--- src/rtl/serial_shifter_pkg.sv ---
// Shared types and constants for the sequential shifter and its step primitive.
package serial_shifter_pkg;

    typedef enum logic [1:0] {
        IDLE  = 2'd0,
        SHIFT = 2'd1,
        DONE  = 2'd2
    } state_e;

    localparam logic DIR_RIGHT = 1'b0;
    localparam logic DIR_LEFT  = 1'b1;

endpackage

--- src/rtl/serial_shifter_if.sv ---
// Request/result handshake bundle: master is the producer/consumer side, slave is the shifter.
interface serial_shifter_if #(
    parameter int WIDTH = 8,
    parameter int SHW   = $clog2(WIDTH)
);
    logic             in_valid;
    logic             in_ready;
    logic [WIDTH-1:0] din;
    logic [SHW-1:0]   shamt;
    logic             LR;
    logic             AL;
    logic             out_valid;
    logic             out_ready;
    logic [WIDTH-1:0] dout;

    modport master (
        output in_valid, din, shamt, LR, AL, out_ready,
        input  in_ready, out_valid, dout
    );

    modport slave (
        input  in_valid, din, shamt, LR, AL, out_ready,
        output in_ready, out_valid, dout
    );
endinterface

--- src/rtl/serial_shifter_shift_step.sv ---
// Single-position shifter: logical left, logical right or arithmetic right by exactly one bit.
module serial_shifter_shift_step
    import serial_shifter_pkg::*;
#(
    parameter int WIDTH = 8
) (
    input  logic [WIDTH-1:0] din_i,
    input  logic             lr_i,
    input  logic             al_i,
    output logic [WIDTH-1:0] dout_o
);

    logic fill_bit;

    always_comb begin
        // Right-shift fill is the sign bit only for arithmetic shifts
        fill_bit = al_i & din_i[WIDTH-1];
        if (lr_i == DIR_LEFT) begin
            dout_o = {din_i[WIDTH-2:0], 1'b0};
        end else begin
            dout_o = {fill_bit, din_i[WIDTH-1:1]};
        end
    end

endmodule

--- src/rtl/serial_shifter.sv ---
// Multi-cycle shifter: one bit position per clock, valid/ready on both request and result sides.
module serial_shifter
    import serial_shifter_pkg::*;
#(
    parameter int WIDTH = 8,
    parameter int SHW   = $clog2(WIDTH)
) (
    input  logic            clk,
    input  logic            rst_n,
    serial_shifter_if.slave bus
);

    state_e           state_q, state_d;
    logic [SHW-1:0]   cnt_q, cnt_d;
    logic [WIDTH-1:0] work_q, work_d;
    logic             lr_q, lr_d;
    logic             al_q, al_d;
    logic [WIDTH-1:0] step_w;

    serial_shifter_shift_step #(.WIDTH(WIDTH)) u_step (
        .din_i  (work_q),
        .lr_i   (lr_q),
        .al_i   (al_q),
        .dout_o (step_w)
    );

    always_ff @(posedge clk or negedge rst_n) begin
        if (!rst_n) begin
            state_q <= IDLE;
            cnt_q   <= '0;
            work_q  <= '0;
            lr_q    <= 1'b0;
            al_q    <= 1'b0;
        end else begin
            state_q <= state_d;
            cnt_q   <= cnt_d;
            work_q  <= work_d;
            lr_q    <= lr_d;
            al_q    <= al_d;
        end
    end

    always_comb begin
        state_d       = state_q;
        cnt_d         = cnt_q;
        work_d        = work_q;
        lr_d          = lr_q;
        al_d          = al_q;
        bus.in_ready  = 1'b0;
        bus.out_valid = 1'b0;
        bus.dout      = work_q;

        case (state_q)
            IDLE: begin
                bus.in_ready = 1'b1;
                if (bus.in_valid) begin
                    work_d  = bus.din;
                    lr_d    = bus.LR;
                    al_d    = bus.AL;
                    cnt_d   = bus.shamt;
                    state_d = (bus.shamt != '0) ? SHIFT : DONE;
                end
            end
            SHIFT: begin
                // Counter is never zero here, so the decrement cannot wrap
                work_d = step_w;
                cnt_d  = cnt_q - SHW'(1);
                if (cnt_q == SHW'(1)) begin
                    state_d = DONE;
                end
            end
            DONE: begin
                bus.out_valid = 1'b1;
                if (bus.out_ready) begin
                    state_d = IDLE;
                end
            end
            default: begin
                state_d = IDLE;
            end
        endcase
    end

endmodule
--- src/flat_wrapper.sv ---
// flat-port wrapper written by rule: the top's interface ports become plain ports
module serial_shifter_flat import serial_shifter_pkg::*;
#(
    parameter int WIDTH = 8,
    parameter int SHW   = $clog2(WIDTH)
)
  (clk, rst_n, bus_in_valid, bus_din, bus_shamt, bus_LR, bus_AL, bus_out_ready, bus_in_ready, bus_out_valid, bus_dout);
  serial_shifter_if #(.WIDTH(WIDTH), .SHW(SHW)) bus_i ();
  input  logic clk;
  input  logic rst_n;
  input wire logic [$bits(bus_i.in_valid)-1:0] bus_in_valid;
  input wire logic [$bits(bus_i.din)-1:0] bus_din;
  input wire logic [$bits(bus_i.shamt)-1:0] bus_shamt;
  input wire logic [$bits(bus_i.LR)-1:0] bus_LR;
  input wire logic [$bits(bus_i.AL)-1:0] bus_AL;
  input wire logic [$bits(bus_i.out_ready)-1:0] bus_out_ready;
  output wire logic [$bits(bus_i.in_ready)-1:0] bus_in_ready;
  output wire logic [$bits(bus_i.out_valid)-1:0] bus_out_valid;
  output wire logic [$bits(bus_i.dout)-1:0] bus_dout;
  assign bus_i.in_valid = bus_in_valid;
  assign bus_i.din = bus_din;
  assign bus_i.shamt = bus_shamt;
  assign bus_i.LR = bus_LR;
  assign bus_i.AL = bus_AL;
  assign bus_i.out_ready = bus_out_ready;
  assign bus_in_ready = bus_i.in_ready;
  assign bus_out_valid = bus_i.out_valid;
  assign bus_dout = bus_i.dout;
  serial_shifter #(.WIDTH(WIDTH), .SHW(SHW)) u_core (.clk(clk), .rst_n(rst_n), .bus(bus_i));
endmodule
--- config.mk ---
export PLATFORM = sky130hd
export DESIGN_NAME = serial_shifter_flat
export DESIGN_NICKNAME = d
export VERILOG_FILES = /design/src/rtl/serial_shifter_pkg.sv /design/src/rtl/serial_shifter_if.sv /design/src/rtl/serial_shifter_shift_step.sv /design/src/rtl/serial_shifter.sv /design/src/flat_wrapper.sv
export SDC_FILE = /design/constraint.sdc
export NUM_CORES = 1
export LEC_CHECK = 0
export CAP_MARGIN = 20
export CORE_MARGIN = 2
export CORE_UTILIZATION = 30
export DETAILED_ROUTE_END_ITERATION = 12
export PLACE_DENSITY = 0.55
export SYNTH_ARGS = -nofsm -noshare
export SYNTH_HDL_FRONTEND = slang
export SYNTH_HIERARCHICAL = 1
export SYNTH_SLANG_ARGS = --single-unit
--- constraint.sdc ---
create_clock -name clk -period 3 [get_ports clk]
set_input_delay 0.6 -clock clk [delete_from_list [all_inputs] [get_ports clk]]
set_output_delay 0.6 -clock clk [all_outputs]
set_load 0.02 [all_outputs]
# Word level (Yosys, flattened, before mapping)
# Cells that the tools add are included.
# W data, S select, Z words.
# word_totals
register_bits	15
out_inout_bits	10
elab_cells	31
input_bits	17
# op_classes
add_sub_neg	1
bitwise	1
reduce_logical	6
eq_ne	6
muxes	12
# ops
operator	n
$mux W8	2
$pmux W8 S2	1
$mux W2	4
$pmux W2 S3	1
$pmux W3 S2	1
$ne A2 B2 Y1 const B	2
$reduce_and A2 Y1	2
$eq A3 B1 Y1 const B	1
$mux W3	1
$reduce_and A3 Y1	1
$reduce_bool A3 Y1	1
$sub A3 B1 Y3 const B	1
$eq A2 B1 Y1 const B	1
$eq A2 B2 Y1 const B	1
$logic_not A2 Y1	1
$mux W1	2
$ne A2 B1 Y1 const B	1
$reduce_bool A2 Y1	1
$and A1 B1 Y1	1

# Longest topological paths before layout
# logic_depth
ltp_word	4
mapped_depth	5
mapped_depth_nobuf	5

# Modules after synthesis
# The synthesis kept the hierarchy.
# modules_own_cells
mod	n_inst	cells_per_inst	seq_area_each_um2	area_per_inst_um2
serial_shifter	1	83	375.4	833.3
serial_shifter_shift_step	1	11	0.0	122.6

# Worst setup path before layout
# No wires, ideal clock.
# synth_timing
path_kind	reg-to-output
from	register u_core.state_q[0]
to	output bus_out_valid
path_stages_with_launch	4
n_path_buf	2
required_time_ns	2.400
slack_ns	1.442
t_arrival_ns	0.958
path_cell_list	dfrtp_1 buf_6 buf_8 nor2b_1
# synth_via
elab_chain_cells	2
# synth_rtl
element	line	source
start, declared	serial_shifter.sv:13	state_e state_q, state_d;
start signal, assigned	serial_shifter.sv:35	state_q <= state_d;
$eq A2 B2 Y1	serial_shifter.sv:53	case (state_q)
$mux W1	serial_shifter.sv:53	
end, declared	flat_wrapper.sv:18	output wire logic [$bits(bus_i.out_valid)-1:0] bus_out_valid;
# No other way between the ends.

# Final worst setup path
# layout_timing
from	register u_core.state_q[1]
to	output bus_out_valid
# The elaborated chain is that of the path after synthesis.

==> flow_results.org <==
** Synthesis
- Sequential area share after synthesis :: 0.393
- During synthesis, Yosys emitted a total of 6 warnings.
- Yosys mapped a number of flops with a built-in enable equal to 0.
- Synthesis produced 94 cells.
- The number of nets handed over by synthesis was 113.
- Avg Synthesized Cell Area :: 10.2 µm²
- In this run the cell area of the synthesized design comes to 956 µm².
- In this run, synthesis produced a sequential element count of 15.
- Dominant register cell in the synthesized netlist :: dfrtp_1
- Yosys mapped the design onto 26 distinct sky130hd cell types.
- For this run, asynchronously set or reset flops after synthesis account for 1.00.

** Clock network
- Root Driver :: clkbuf_4
- For this design, the CTS-stage hold fixing added 0 buffers.
- Clock net sink count :: 15
- TritonCTS built the clock tree.
- Buffers added to address setup during post-CTS repair amount to 0.
- In this run the number of H-tree levels came out at 1.
- Clock network latency to the later pin of the worst-skew pair :: 0.28 ns
- Maximum number of buffers from clock root to sink :: 2
- Total clock buffers created by CTS :: 3
- Register clock-pin slew on the reported worst setup and hold paths :: approximately 0.090 ns
- Post-cts gate resize count :: 0

** Worst setup path
- Cells along the critical path :: nor2b_1, clkdlybuf4s50_1
- Worst Path Required :: 2.40 ns
- Kind of start point of the critical path :: flip-flop
- Library cell contributing the largest single delay on the critical path :: dfrtp_1
- On the worst path, the slowest cell contributes a delay of 0.67 ns.
- CP bufs+invs :: 1
- Grouping stages by cell kind, the critical path spends the most delay in flip-flops.
- The setup path with the least slack is of type flip-flop to primary output.
- Nature of the critical path endpoint :: primary output
- Data on the critical path arrives at its endpoint at 1.82 ns.
- Maximum fanout count along the critical path :: 17

** Detailed routing
- Number of search-and-repair iterations in the first detailed-routing pass :: 4
- DRC Markers :: 0
- The detailed router finished its first iteration with 14 violations.
- Routed wire length :: 2.08 mm
- Antenna viol nets, final :: 0
- WL/cell :: 12.7 µm
- Using the TritonRoute via totals, the vias-per-cell ratio works out to approximately 4.7.
- The detailed router placed 764 vias in this run.

** Timing
- Hold_ws :: 0.518 ns
- The routed design could run at a clock period as short as about 2.4 ns.
- Setup violations, final :: 0
- Summed over all failing endpoints, the final setup total negative slack is 0 ns.
- Dividing the final minimum period by the clock period gives 0.807.
- Fmax :: 413 MHz
- Setup repair after global routing missed its margin :: no
- The number of endpoints with negative hold slack in the final report was 0.
- Setup skew after layout :: 0.00207 ns
- Fin worst setup slack :: a little under 0.6 ns
- Tightest Pin Transition :: 0.708 ns
- Normalized max-slew margin :: 0.526
- The max-slew violation total from the final report is 0.

** Placement
- Prior to clock tree synthesis, the placed netlist has a worst setup slack of 0.901 ns.
- Input and output buffers added on the ports amount to 26.
- Final GP Congestion :: around 0.74
- DPL Wire Length :: 1.49 mm
- The placed instances occupy a cell area of 1220 µm².
- Post-Place Cells :: ~160

** Final layout
- The library cell used most frequently in the layout, excluding fill and tap cells, is clkdlybuf4s50_1.
- For this run, the share of the core covered by cells in the final layout is 0.409.
- # diodes :: 0
- The area growth from synthesis to layout is 30.6%.
- Fillcell total :: 344
- NumNets Final :: 139
- Fraction of final layout cells with drive strength greater than 1 :: 0.168
- After routing the design area is 1250 µm².
- Leaving out filler cells and counting taps, the final layout contains 163.
- Leaving out fill and tap cells, the most frequent cells in the layout are 26 x clkdlybuf4s50_1, 15 x dfrtp_1, 11 x a21oi_1, 11 x nand2_1, 10 x o21ai_1.

** Power
- For this design the static power due to leakage is roughly 0.55 nW.
- For this design the ratio of total power to cell area is 961 nW/µm².
- Overall power consumption after layout is estimated at 1.20 mW.
- VDD sags by at most 0.000814 V.

** Floorplan
- Top-level I/O count :: 27
- In this run the core area contains 20 standard-cell rows.
- Horizontal extent of the die :: around 60 µm
- Area of the core region :: 3050 µm²
- In this run the vertical extent of the chip is around 60 µm.
- Total die area :: 3650 µm²
- For this configuration, the core starts out at a cell density of 0.313.

** Global routing
- First-pass GRT wire length :: 3.41 mm
- Largest net degree at the start of global routing :: 27
- For this run, the total global-route usage over all layers was measured as 0.124.
- Vias in the first global route :: slightly below 800
- Number of antenna violations at the first check in global routing :: 0
- Global routing finished with a remaining overflow of 0.

** Worst hold path
- Worst hold path class :: flip-flop to flip-flop

** Run status
- The run finished with clean final reports.

** Job
- The tool flagged a number of max-cap violations equal to 0.
[synth_stat cells, types with 2 or more instances]
cell type,n,share of area
dfrtp_1,15,0.39
a21oi_1,11,0.058
nand2_1,11,0.043
o21ai_1,10,0.052
mux2_4,8,0.13
and3b_1,6,0.055
inv_1,5,0.020
buf_6,3,0.035
nor3b_2,3,0.039
o22a_1,3,0.027
a22oi_1,2,0.016
ha_1,2,0.026
nor2_1,2,0.0079
[flip-flops by register name, summed over array words and instances, names as in the netlist]
register / cells
u_core/al_q: 1
u_core/cnt_q: 3
u_core/lr_q: 1
u_core/state_q: 2
u_core/bus.dout: 8
[area by class of cell]
cell class,instances,area (µm²),area share
clock inverter,1,5.00,0.00401
inverter,5,18.8,0.0150
timing repair buffer,27,268,0.214
clock buffer,3,22.5,0.0180
multi-input combinational,68,504,0.404
sequential,15,375,0.301
tap,44,55.1,0.0441
[where the power goes]
part / internal [mW] / switching (mW)
Sequential: 0.296 / 0.118
Combinational: 0.368 / 0.302
Clock: 0.0495 / 0.0658
Total: 0.714 / 0.486
[cell families after synthesis]
family                   synth area share
adder cells (fa/ha/maj)            0.0262
multiplexers                        0.126
flip-flops                          0.393
AND/OR/NAND/NOR                     0.199
AO/OA/AOI/OAI                       0.177
buffers and inverters              0.0798
[worst paths after layout]
check | startpoint | endpoint | slack [ns] | cells past startpoint
worst min register to register | u_core/al_q | u_core/al_q | 0.52 | 1
max in group asynchronous | rst_n | u_core/state_q[0] | 1.82 | 1
min in group asynchronous | rst_n | u_core/bus.dout[3] | 0.73 | 1
worst max-delay path | u_core/state_q[1] | bus_out_valid | 0.58 | 2
worst max register to register | u_core/state_q[0] | u_core/cnt_q[2] | 1.62 | 4
worst min-delay path | u_core/al_q | u_core/al_q | 0.52 | 1
[metal layers]
layer / wire length (µm) / vias up / part of all wire / GRT usage
li1: - / 381 / - / -
met1: 982 / 363 / 0.47 / 0.165
met2: 966 / 18 / 0.46 / 0.202
met3: 120 / 2 / 0.058 / 0.0362
met4: 8 / 0 / 0.0038 / 0.0280
met5: 0 / - / 0 / 0
Power figures use the tool's default switching activity.
